[src/rtl/hall_pkg.sv]
// Shared definitions for the hall sampling path: hall step codes, invalid
// codes, scheduler FSM encoding and default widths.
package hall_pkg;

    localparam int DEFAULT_NUM_MOTORS    = 5;
    localparam int DEFAULT_COUNT_WIDTH   = 8;
    localparam int DEFAULT_PERIOD_CYCLES = 18432;
    localparam int DEFAULT_STALL_PERIODS = 16;
    localparam int ACCUM_WIDTH           = 16;

    // Valid six-step commutation sequence.
    localparam logic [2:0] STEP_1 = 3'b001;
    localparam logic [2:0] STEP_2 = 3'b011;
    localparam logic [2:0] STEP_3 = 3'b010;
    localparam logic [2:0] STEP_4 = 3'b110;
    localparam logic [2:0] STEP_5 = 3'b100;
    localparam logic [2:0] STEP_6 = 3'b101;

    localparam logic [2:0] HALL_INVALID_LO = 3'b000;
    localparam logic [2:0] HALL_INVALID_HI = 3'b111;

    typedef enum logic [2:0] {
        IDLE    = 3'd0,
        WAIT    = 3'd1,
        CAPTURE = 3'd2,
        DIFF    = 3'd3,
        PUBLISH = 3'd4
    } state_t;

    function automatic logic hall_code_invalid(input logic [2:0] code);
        return (code == HALL_INVALID_LO) || (code == HALL_INVALID_HI);
    endfunction

endpackage

[src/rtl/hall_sample_timer.sv]
// Sample period counter: runs modulo PERIOD_CYCLES while enabled and strobes
// on the last cycle of each period, so CAPTURE lands exactly one period apart.
module hall_sample_timer #(
    parameter int PERIOD_CYCLES = 18432
) (
    input  logic clk,
    input  logic rst,
    input  logic run,
    output logic strobe
);

    localparam int CW = (PERIOD_CYCLES > 1) ? $clog2(PERIOD_CYCLES) : 1;
    localparam logic [CW-1:0] LAST = CW'(PERIOD_CYCLES - 1);

    logic [CW-1:0] cnt;

    // Wrapping on the strobe cycle restarts the period at CAPTURE.
    always_ff @(posedge clk or posedge rst) begin
        if (rst) begin
            cnt <= '0;
        end else if (!run) begin
            cnt <= '0;
        end else if (cnt == LAST) begin
            cnt <= '0;
        end else begin
            cnt <= cnt + CW'(1);
        end
    end

    assign strobe = run && (cnt == LAST);

endmodule

[src/rtl/hall_sample_scheduler.sv]
// Periodic hall-count snapshot, shared-subtractor delta, double-buffered
// delta bank with req/ack read port, hall fault and stall flags.
// Optional macro HALL_SAMPLE_ACCUM_EN adds per-motor 16-bit accumulators and rd_accum.
//
// Read handshake: rd_req is sampled on every clock; the cycle after a sampled
// request rd_ack pulses for one cycle with rd_delta (and rd_accum) valid.
// There is no ready side: a read is never refused or delayed.
module hall_sample_scheduler
    import hall_pkg::*;
#(
    parameter int NUM_MOTORS    = DEFAULT_NUM_MOTORS,
    parameter int COUNT_WIDTH   = DEFAULT_COUNT_WIDTH,
    parameter int PERIOD_CYCLES = DEFAULT_PERIOD_CYCLES,
    parameter int STALL_PERIODS = DEFAULT_STALL_PERIODS
) (
    input  logic                              clk,
    input  logic                              rst,
    input  logic                              enable,
    input  logic [NUM_MOTORS*COUNT_WIDTH-1:0] counts,
    input  logic [NUM_MOTORS*3-1:0]           hall_raw,
    input  logic                              clear_faults,
    input  logic                              rd_req,
    input  logic [2:0]                        rd_idx,
    output logic                              rd_ack,
    output logic [COUNT_WIDTH-1:0]            rd_delta,
    output logic [7:0]                        snap_seq,
    output logic                              sample_tick,
    output logic [NUM_MOTORS-1:0]             hall_fault,
    output logic [NUM_MOTORS-1:0]             stalled,
`ifdef HALL_SAMPLE_ACCUM_EN
    output logic [ACCUM_WIDTH-1:0]            rd_accum,
`endif
    output logic [2:0]                        fsm_state
);

    localparam int SW = $clog2(STALL_PERIODS + 1);
    localparam logic [SW-1:0] STALL_MAX = SW'(STALL_PERIODS);
    localparam logic [2:0] LAST_IDX = 3'(NUM_MOTORS - 1);

    state_t state;
    logic [2:0] diff_idx;
    logic period_done;
    logic rd_in_range;

    logic [COUNT_WIDTH-1:0] cap  [NUM_MOTORS];
    logic [COUNT_WIDTH-1:0] prev [NUM_MOTORS];
    logic [COUNT_WIDTH-1:0] work [NUM_MOTORS];
    logic [COUNT_WIDTH-1:0] pub  [NUM_MOTORS];
    logic [SW-1:0]          stall_cnt [NUM_MOTORS];

    assign fsm_state   = state;
    assign rd_in_range = ({1'b0, rd_idx} < 4'(NUM_MOTORS));

    hall_sample_timer #(
        .PERIOD_CYCLES(PERIOD_CYCLES)
    ) u_timer (
        .clk   (clk),
        .rst   (rst),
        .run   (enable && (state != IDLE)),
        .strobe(period_done)
    );

    // prev is committed together with the bank in PUBLISH, so an aborted
    // DIFF leaves the reference counts exactly as they were.
    always_ff @(posedge clk or posedge rst) begin
        if (rst) begin
            state       <= IDLE;
            diff_idx    <= '0;
            sample_tick <= 1'b0;
            snap_seq    <= '0;
            for (int i = 0; i < NUM_MOTORS; i++) begin
                cap[i]  <= '0;
                prev[i] <= '0;
                work[i] <= '0;
                pub[i]  <= '0;
            end
        end else begin
            sample_tick <= 1'b0;
            if (!enable) begin
                state    <= IDLE;
                diff_idx <= '0;
            end else begin
                case (state)
                    IDLE: begin
                        state <= WAIT;
                    end
                    WAIT: begin
                        if (period_done) begin
                            state       <= CAPTURE;
                            sample_tick <= 1'b1;
                        end
                    end
                    CAPTURE: begin
                        for (int i = 0; i < NUM_MOTORS; i++) begin
                            cap[i] <= counts[i*COUNT_WIDTH +: COUNT_WIDTH];
                        end
                        diff_idx <= '0;
                        state    <= DIFF;
                    end
                    DIFF: begin
                        work[diff_idx] <= cap[diff_idx] - prev[diff_idx];
                        if (diff_idx == LAST_IDX) begin
                            state <= PUBLISH;
                        end else begin
                            diff_idx <= diff_idx + 3'd1;
                        end
                    end
                    PUBLISH: begin
                        for (int i = 0; i < NUM_MOTORS; i++) begin
                            pub[i]  <= work[i];
                            prev[i] <= cap[i];
                        end
                        snap_seq <= snap_seq + 8'd1;
                        state    <= WAIT;
                    end
                    default: begin
                        state <= IDLE;
                    end
                endcase
            end
        end
    end

    always_ff @(posedge clk or posedge rst) begin
        if (rst) begin
            for (int i = 0; i < NUM_MOTORS; i++) begin
                stall_cnt[i] <= '0;
            end
        end else if (!enable) begin
            for (int i = 0; i < NUM_MOTORS; i++) begin
                stall_cnt[i] <= '0;
            end
        end else if (state == PUBLISH) begin
            for (int i = 0; i < NUM_MOTORS; i++) begin
                if (work[i] != '0) begin
                    stall_cnt[i] <= '0;
                end else if (stall_cnt[i] != STALL_MAX) begin
                    stall_cnt[i] <= stall_cnt[i] + SW'(1);
                end
            end
        end
    end

    always_comb begin
        stalled = '0;
        for (int i = 0; i < NUM_MOTORS; i++) begin
            stalled[i] = (stall_cnt[i] == STALL_MAX);
        end
    end

    // A new invalid code wins over a simultaneous clear.
    always_ff @(posedge clk or posedge rst) begin
        if (rst) begin
            hall_fault <= '0;
        end else begin
            for (int i = 0; i < NUM_MOTORS; i++) begin
                hall_fault[i] <= (hall_fault[i] && !clear_faults)
                                 || hall_code_invalid(hall_raw[i*3 +: 3]);
            end
        end
    end

    // The bank swaps on the same edge that samples a PUBLISH-cycle request,
    // so such a read returns the pre-publish value.
    always_ff @(posedge clk or posedge rst) begin
        if (rst) begin
            rd_ack   <= 1'b0;
            rd_delta <= '0;
        end else begin
            rd_ack <= rd_req;
            if (rd_req) begin
                rd_delta <= rd_in_range ? pub[rd_idx] : '0;
            end
        end
    end

`ifdef HALL_SAMPLE_ACCUM_EN
    logic [ACCUM_WIDTH-1:0] accum [NUM_MOTORS];

    always_ff @(posedge clk or posedge rst) begin
        if (rst) begin
            rd_accum <= '0;
            for (int i = 0; i < NUM_MOTORS; i++) begin
                accum[i] <= '0;
            end
        end else begin
            if (enable && (state == PUBLISH)) begin
                for (int i = 0; i < NUM_MOTORS; i++) begin
                    accum[i] <= accum[i] + ACCUM_WIDTH'($signed(work[i]));
                end
            end
            if (rd_req) begin
                rd_accum <= rd_in_range ? accum[rd_idx] : '0;
            end
        end
    end
`else
    // Delta-only build: no accumulator state.
`endif

endmodule

[config.mk]
export PLATFORM = sky130hd
export DESIGN_NAME = hall_sample_scheduler
export DESIGN_NICKNAME = d
export VERILOG_FILES = /design/src/rtl/hall_pkg.sv /design/src/rtl/hall_sample_timer.sv /design/src/rtl/hall_sample_scheduler.sv
export SDC_FILE = /design/constraint.sdc
export NUM_CORES = 1
export LEC_CHECK = 0
export BUFFER_PORTS_ARGS = -buffer_cell sky130_fd_sc_hd__buf_2
export CAP_MARGIN = 20
export CORE_AREA = 2 2 198 200
export CTS_CLUSTER_SIZE = 40
export DETAILED_ROUTE_END_ITERATION = 8
export DIE_AREA = 0 0 200 202
export GPL_ROUTABILITY_DRIVEN = 0
export SETUP_SLACK_MARGIN = 0.1
export SLEW_MARGIN = 20
export SYNTH_ARGS = -nofsm -noshare
export SYNTH_HDL_FRONTEND = slang
export SYNTH_SLANG_ARGS = --single-unit
export TNS_END_PERCENT = 5
[constraint.sdc]
create_clock -name clk -period 9.2 [get_ports clk]
set_input_delay 0.92 -clock clk [delete_from_list [all_inputs] [get_ports clk]]
set_output_delay 0.92 -clock clk [all_outputs]
set_load 0.005 [all_outputs]
# == Word-level counts from Yosys, hierarchy flattened ==
# Cells that the tools add are included.
# totals
mem_bits_rw,0
reg_bits,229
memories,0
latchBits,0
output_inout_bits,31
elab_cells,158
romBits,0
in_bits,63
# classes
n_addsub,9
n_bitwise,2
order_cmp,4
div_mod_pow,0
n_shift,0
n_mul,0
n_mux,37
n_reduce_logical,42
n_eq_ne,31
# op_table
operator,count
8-bit binary-select mux with 3-bit select,3
8-bit two-way mux,8
25-bit two-way mux,2
5-bit two-way mux,10
40-bit bitwise mux,1
8-bit nonzero test,5
15-bit two-way mux,2
5-bit by 1-bit adder with 5-bit output (second input constant),5
5-bit == test (second input constant),5
5-bit != test (second input constant),5
8-bit demux with 3-bit select,1
3-bit == test (second input constant),7
2-bit AND reduction,10
3-bit logical NOT,6
3-bit by 1-bit != test with 1-bit output (second input constant),6
15-bit by 1-bit adder with 15-bit output (second input constant),1
15-bit == test (second input constant),1
3-bit two-way mux,5
3-bit case mux with 4 select lines,1
1-bit logical OR,10
3-bit != test (second input constant),3
8-bit by 1-bit adder with 8-bit output (second input constant),1
4-bit greater-or-equal comparator (second input constant),2
1-bit logical AND,8
other kinds (13),17

# == Depth between registers and ports, before layout ==
# logic_depth
depth_word,6
ltp_mapped,15
depth_no_buf,14

# == Hierarchy ==
# A second synthesis with hierarchy kept.
# hier_totals
cells_unflattened,880
hier_area_um2,10581.4
# modules_own_cells
module,area_each_um2,cells_per_inst,seq_area_each_um2,n_inst
hall_sample_scheduler,9828.2,803,5355.1,1
hall_sample_timer,753.2,77,375.4,1

# == Worst setup path after synthesis ==
# No wires, ideal clock.
# synth_path
path_kind,reg-to-reg
start,register diff_idx[0]
end,register work[22] (netlist bit)
arrival_ps,2872
setup_ps,125
path_buffers,2
path_stages_with_launch,16
t_required_ps,9075
setup_slack_ps,6203
synth_period_minus_slack_ps,2997
cell_sequence,dfrtp_1 > buf_6 > inv_2 > nor2_1 > clkbuf_1 > a21oi_1 > o22ai_1 > ha_1 > inv_1 > fa_1 > a21o_1 > a21oi_1 > o21bai_1 > a21oi_1 > xnor2_1 > mux2_2
# synth_between
elab_chain_len,6
elab_cells_between_ends,14
cone_classes,add/sub (1); order compare (2); mux (9); bitwise (1); reduce/logical (1)
# synth_lines
item,line,text
from (decl),hall_sample_scheduler.sv:41,logic [2:0] diff_idx;
from (signal assigned),hall_sample_scheduler.sv:105,diff_idx <= diff_idx + 3'd1;
3-bit NOT with 4-bit output (not written as such) *,hall_sample_scheduler.sv:101,work[diff_idx] <= cap[diff_idx] - prev[diff_idx];
"8-bit binary-select mux with 3-bit select, or another cell as far along",hall_sample_scheduler.sv:101,
8-bit two-way mux (not written as such) / 1-bit logical AND (equally long branches),hall_sample_scheduler.sv:101,
8-bit two-way mux (not written as such),hall_sample_scheduler.sv:101,
8-bit subtractor / 8-bit demux with 3-bit select (equally long branches),hall_sample_scheduler.sv:101,
40-bit bitwise mux *,hall_sample_scheduler.sv:101,
"to (signal, indexed assignment)",hall_sample_scheduler.sv:101,
to (decl),hall_sample_scheduler.sv:47,logic [COUNT_WIDTH-1:0] work [NUM_MOTORS];
# Mark *: on every way between the ends. The rest lies on a longest branch, timed or not. The select of a mux whose other input is x is not followed.
# A chain may end at the register's enable or synchronous reset.

# == Final worst setup path ==
# layout_path
start,register diff_idx[0]
end,register work[38] (netlist bit)
# The elaborated chain is that of the path after synthesis.

==> out/results.md <==
| Stage | Parameter | This run |
|:---|:---|:---|
| worst setup path | Kind of critical path | register to register |
| sta | Setup Skew | 11.9 ps |
| hold path | Classification of the worst-slack hold path | register to register |
| clock network | Buffer count from post-CTS setup fixing | 0 |
| placement | Post-placement cell area | 11600 um^2 |
| route | Remaining design rule violation count | 0 |
| yosys | Gate count of the mapped netlist | 877 |
| sta | Unrepaired setup endpoints after global routing | no |
| finish | Area delta synth->final | 18.8% |
| global routing | GR Layer Usage met1 | 17.6% |
| placement | Port bufs | 93 |
| worst setup path | Required time of the critical path | 9620 ps |
| worst setup path | Top cell family by delay on the critical path | compound AO/OA/AOI/OAI gates |
| global routing | Pin count of the biggest net entering global routing | 85 |
| finish | Final design utilization | 32.8% |
| floorplanning | Number of placed I/O pins | 94 |
| yosys | Synth area leader | sky130_fd_sc_hd__dfrtp_1 |
| route | Number of optimization iterations in the first detailed-route pass | 4 |
| pwr | Total design power | 2.37 mW |
| floorplanning | Area enclosed by the die boundary | 40400 um^2 |
| sta | Slew at the pin closest to its max-slew limit | 885 ps |
| finish | Post-route cell area | 12600 um^2 |
| sta | Worst slew slack as a fraction of its limit | 40.8% |
| floorplanning | Die W | 200 um |
| worst setup path | Worst path most repeated cell | sky130_fd_sc_hd__a21oi_1 |
| yosys | Share of the synthesized area in the top cell type | 54.2% |
| global routing | First-pass GRT wire length | 38900 um |
| sta | Setup total negative slack | 0 ps |
| yosys | Top cells by instance count after synthesis | sky130_fd_sc_hd__dfrtp_1, sky130_fd_sc_hd__mux2_2, sky130_fd_sc_hd__nor2_1, sky130_fd_sc_hd__nand2_1, sky130_fd_sc_hd__a21oi_1 |
| floorplanning | Initial standard-cell utilization of the core | 27.6% |
| route | Detailed-route wire length | 23500 um |
| clock network | Clock latency at the later pin of the worst-skew pair | 540 ps |
| floorplanning | Cell Rows | 72 |
| pwr | Maximum resistive drop on vdd | 0.141 mV |
| placement | HPWL Detailed | 16200 um |
| route | Via-per-instance ratio | 4.62 |
| route | Count of antenna-violating nets left after detailed routing | 0 |
| yosys | EDFF count, synth | 0 |
| clock network | Sink Count | 229 |
| floorplanning | Vertical die dimension | 202 um |
| yosys | Asr flop ratio synth | 100% |
| yosys | Most area-consuming cells after synthesis | sky130_fd_sc_hd__dfrtp_1, sky130_fd_sc_hd__mux2_2, sky130_fd_sc_hd__mux2i_1 |
| worst setup path | Critical path cell sequence | buf_4 -> inv_2 -> nor2_1 -> a21oi_1 -> o22ai_1 -> ha_1 -> inv_1 -> fa_1 -> a21o_1 -> a21oi_1 -> o21bai_1 -> a21oi_1 -> xnor2_1 -> mux2_2 |
| finish | Multi-input gate area in the final layout | 4560 um^2 |
| yosys | Top FF cell, synth | sky130_fd_sc_hd__dfrtp_1 |
| yosys | Number of nets in the synthesized netlist | 962 |
| clock network | Number of buffers created by CTS | 28 |
| flow run | # Max-Cap Violations | 0 |
| worst setup path | Critical-path cell with the highest stage delay | sky130_fd_sc_hd__nor2_1 |
| outcome | Result of the run | finished clean |
| sta | Final number of max-transition violations | 0 |
| worst setup path | CP max stage delay | 710 ps |
| worst setup path | Reg-to-reg setup timing slack | 5360 ps |
| sta | Max Fclk | 260 MHz |
| pwr | Leakage power figure | 5.84 nW |
| yosys | Register area share after synthesis | 54.2% |
| yosys | Cell with the most instances after synthesis | sky130_fd_sc_hd__dfrtp_1 |
| finish | Nets | 1054 |
| clock network | Clock tree buffer depth | 3 |
| clock network | Number of H-tree levels | 1 |
| worst setup path | Kind of launch point of the worst setup path | register |
| global routing | Met2 demand-to-capacity share in global routing | 18.4% |
| global routing | Via count of the first global-routing pass | 7108 |
| clock network | CTS root buffer | sky130_fd_sc_hd__clkbuf_16 |
| pwr | P per Cell Area | 189 nW/um^2 |
| sta | Period minus WS final | 3840 ps |
| clock network | Clk slew on worst S/H paths | 60 ps |
| global routing | Highest-utilization routing layer at the global route stage | met2 |
| worst setup path | Biggest fanout along the worst timing path | 39 |
| finish | Antenna diodes | 0 |
| yosys | Netlist cell types | 59 |
| global routing | Global routing usage on met3 | 2.09% |
| global routing | Total routing usage reported by global routing | 12.0% |
| yosys | Number of storage elements in the synthesis netlist | 229 |
| clock network | Number of gates resized after cts | 0 |
| floorplanning | Core box area | 38300 um^2 |
| finish | Area of all sequential standard cells | 5730 um^2 |
| finish | Fill cells | 3869 |
| route | Average routed wire per standard cell | 15.6 um |
| global routing | Total grt overflow | 0 |
| yosys | Synth Cell Area | 10600 um^2 |
| sta | Number of setup violations in the final report | 0 |
| finish | Fraction of layout cells with a size suffix above 1 | 31.9% |
| yosys | Mean cell area of the mapped netlist | 12.1 um^2 |
| clock network | Hold buffers post-CTS | 0 |
| yosys | Yosys Warn Count | 0 |
| worst setup path | Worst path buffer plus inverter count | 3 |
| sta | Portion of the clock cycle consumed by the worst path in the final layout | 41.8% |
| global routing | Number of antenna violations at the first check in global routing | 0 |
| route | Via total after detailed routing | 6970 |
| sta | Final hold violations | 0 |
| clock network | TritonCTS clock tree | done |
| route | Detailed Route Iter0 Violations | 368 |
| worst setup path | Data arrival time of the critical path | 4260 ps |
| worst setup path | Crit path capture type | register |
## per-layer routing
metal  routed length, um  part of all wire, %  vias to the layer above
met2               10700                   45                      136
met3                1260                  5.3                       30
li1                    -                    -                     3323
met1               11200                   48                     3481
met5                   0                    0                        -
met4                 370                  1.6                        0
## registers in the layout, summed over array words and instances, names as in the netlist
register / cells
sample_tick: 1
fsm_state: 3
prev: 40
snap_seq: 8
pub: 40
diff_idx: 3
rd_ack: 1
stall_cnt: 25
rd_delta: 8
work: 40
hall_fault: 5
cap: 40
u_timer.cnt: 15
## worst paths after layout
path / from / endpoint / depth (start not counted)
worst max-delay path: diff_idx[0]$_DFFE_PP0P_ / work[38]$_DFFE_PP0P_ / 14
worst min-delay path: snap_seq[7]$_DFFE_PP0P_ / snap_seq[7]$_DFFE_PP0P_ / 1
worst max register to register: diff_idx[0]$_DFFE_PP0P_ / work[38]$_DFFE_PP0P_ / 14
worst min register to register: snap_seq[7]$_DFFE_PP0P_ / snap_seq[7]$_DFFE_PP0P_ / 1
max in group asynchronous: rst / cap[33]$_DFFE_PP0P_ / 3
min in group asynchronous: rst / stall_cnt[2]$_DFFE_PP0P_ / 2
## area by class of cell
cell class | instances | area share (%)
sequential | 229 | 45.6
multi-input combinational | 584 | 36.3
clock buffer | 40 | 6.50
tap | 518 | 5.16
timing repair buffer | 103 | 4.33
clock inverter | 12 | 1.39
inverter | 23 | 0.747
## cells in the final DEF, fill, tap and decap left out, types with 11 or more instances in the layout
cell type / instances
sky130_fd_sc_hd__nand4_1: 11
sky130_fd_sc_hd__a21oi_1: 39
sky130_fd_sc_hd__buf_2: 93
sky130_fd_sc_hd__o21ai_0: 33
sky130_fd_sc_hd__nor3_1: 19
sky130_fd_sc_hd__nand2_1: 47
sky130_fd_sc_hd__xnor2_1: 14
sky130_fd_sc_hd__xor2_1: 16
sky130_fd_sc_hd__ha_1: 21
sky130_fd_sc_hd__nand3_1: 29
sky130_fd_sc_hd__nor2_1: 80
sky130_fd_sc_hd__mux2_2: 145
sky130_fd_sc_hd__clkbuf_16: 29
sky130_fd_sc_hd__dfrtp_1: 229
sky130_fd_sc_hd__inv_1: 20
sky130_fd_sc_hd__mux2i_1: 31
## where the power goes
group          leakage (nW)  switching, mW  internal (mW)
combinational          2.22         0.0837         0.0593
clock                 0.490          0.434          0.731
sequential             3.13         0.0284           1.04
total                  5.84          0.546           1.83
## stage by stage
| stage | instances | hold slack (ps) | setup slack (ps) |
|---|---|---|---|
| global placement | 1457 | 452 | 5490 |
| global route | 1509 | 506 | 5100 |
| floorplan | 877 | 455 | 2000 |
| CTS | 1509 | 483 | 5350 |
| finish | 1509 | 470 | 5360 |
| detailed placement | 1457 | 470 | 5350 |
## cells by family (layout without fill, tap and decap cells)
kind of cell,count (synthesis),after routing,share of synthesized area (%)
AO/OA/AOI/OAI,110,110,6.25
AND/OR/NAND/NOR,231,231,10.7
flip-flops,229,229,54.2
adder cells (fa/ha/maj),22,22,2.67
XOR/XNOR,30,30,2.48
buffers and inverters,64,178,2.82
multiplexers,191,191,20.9
(Power assumes the default switching activity.)
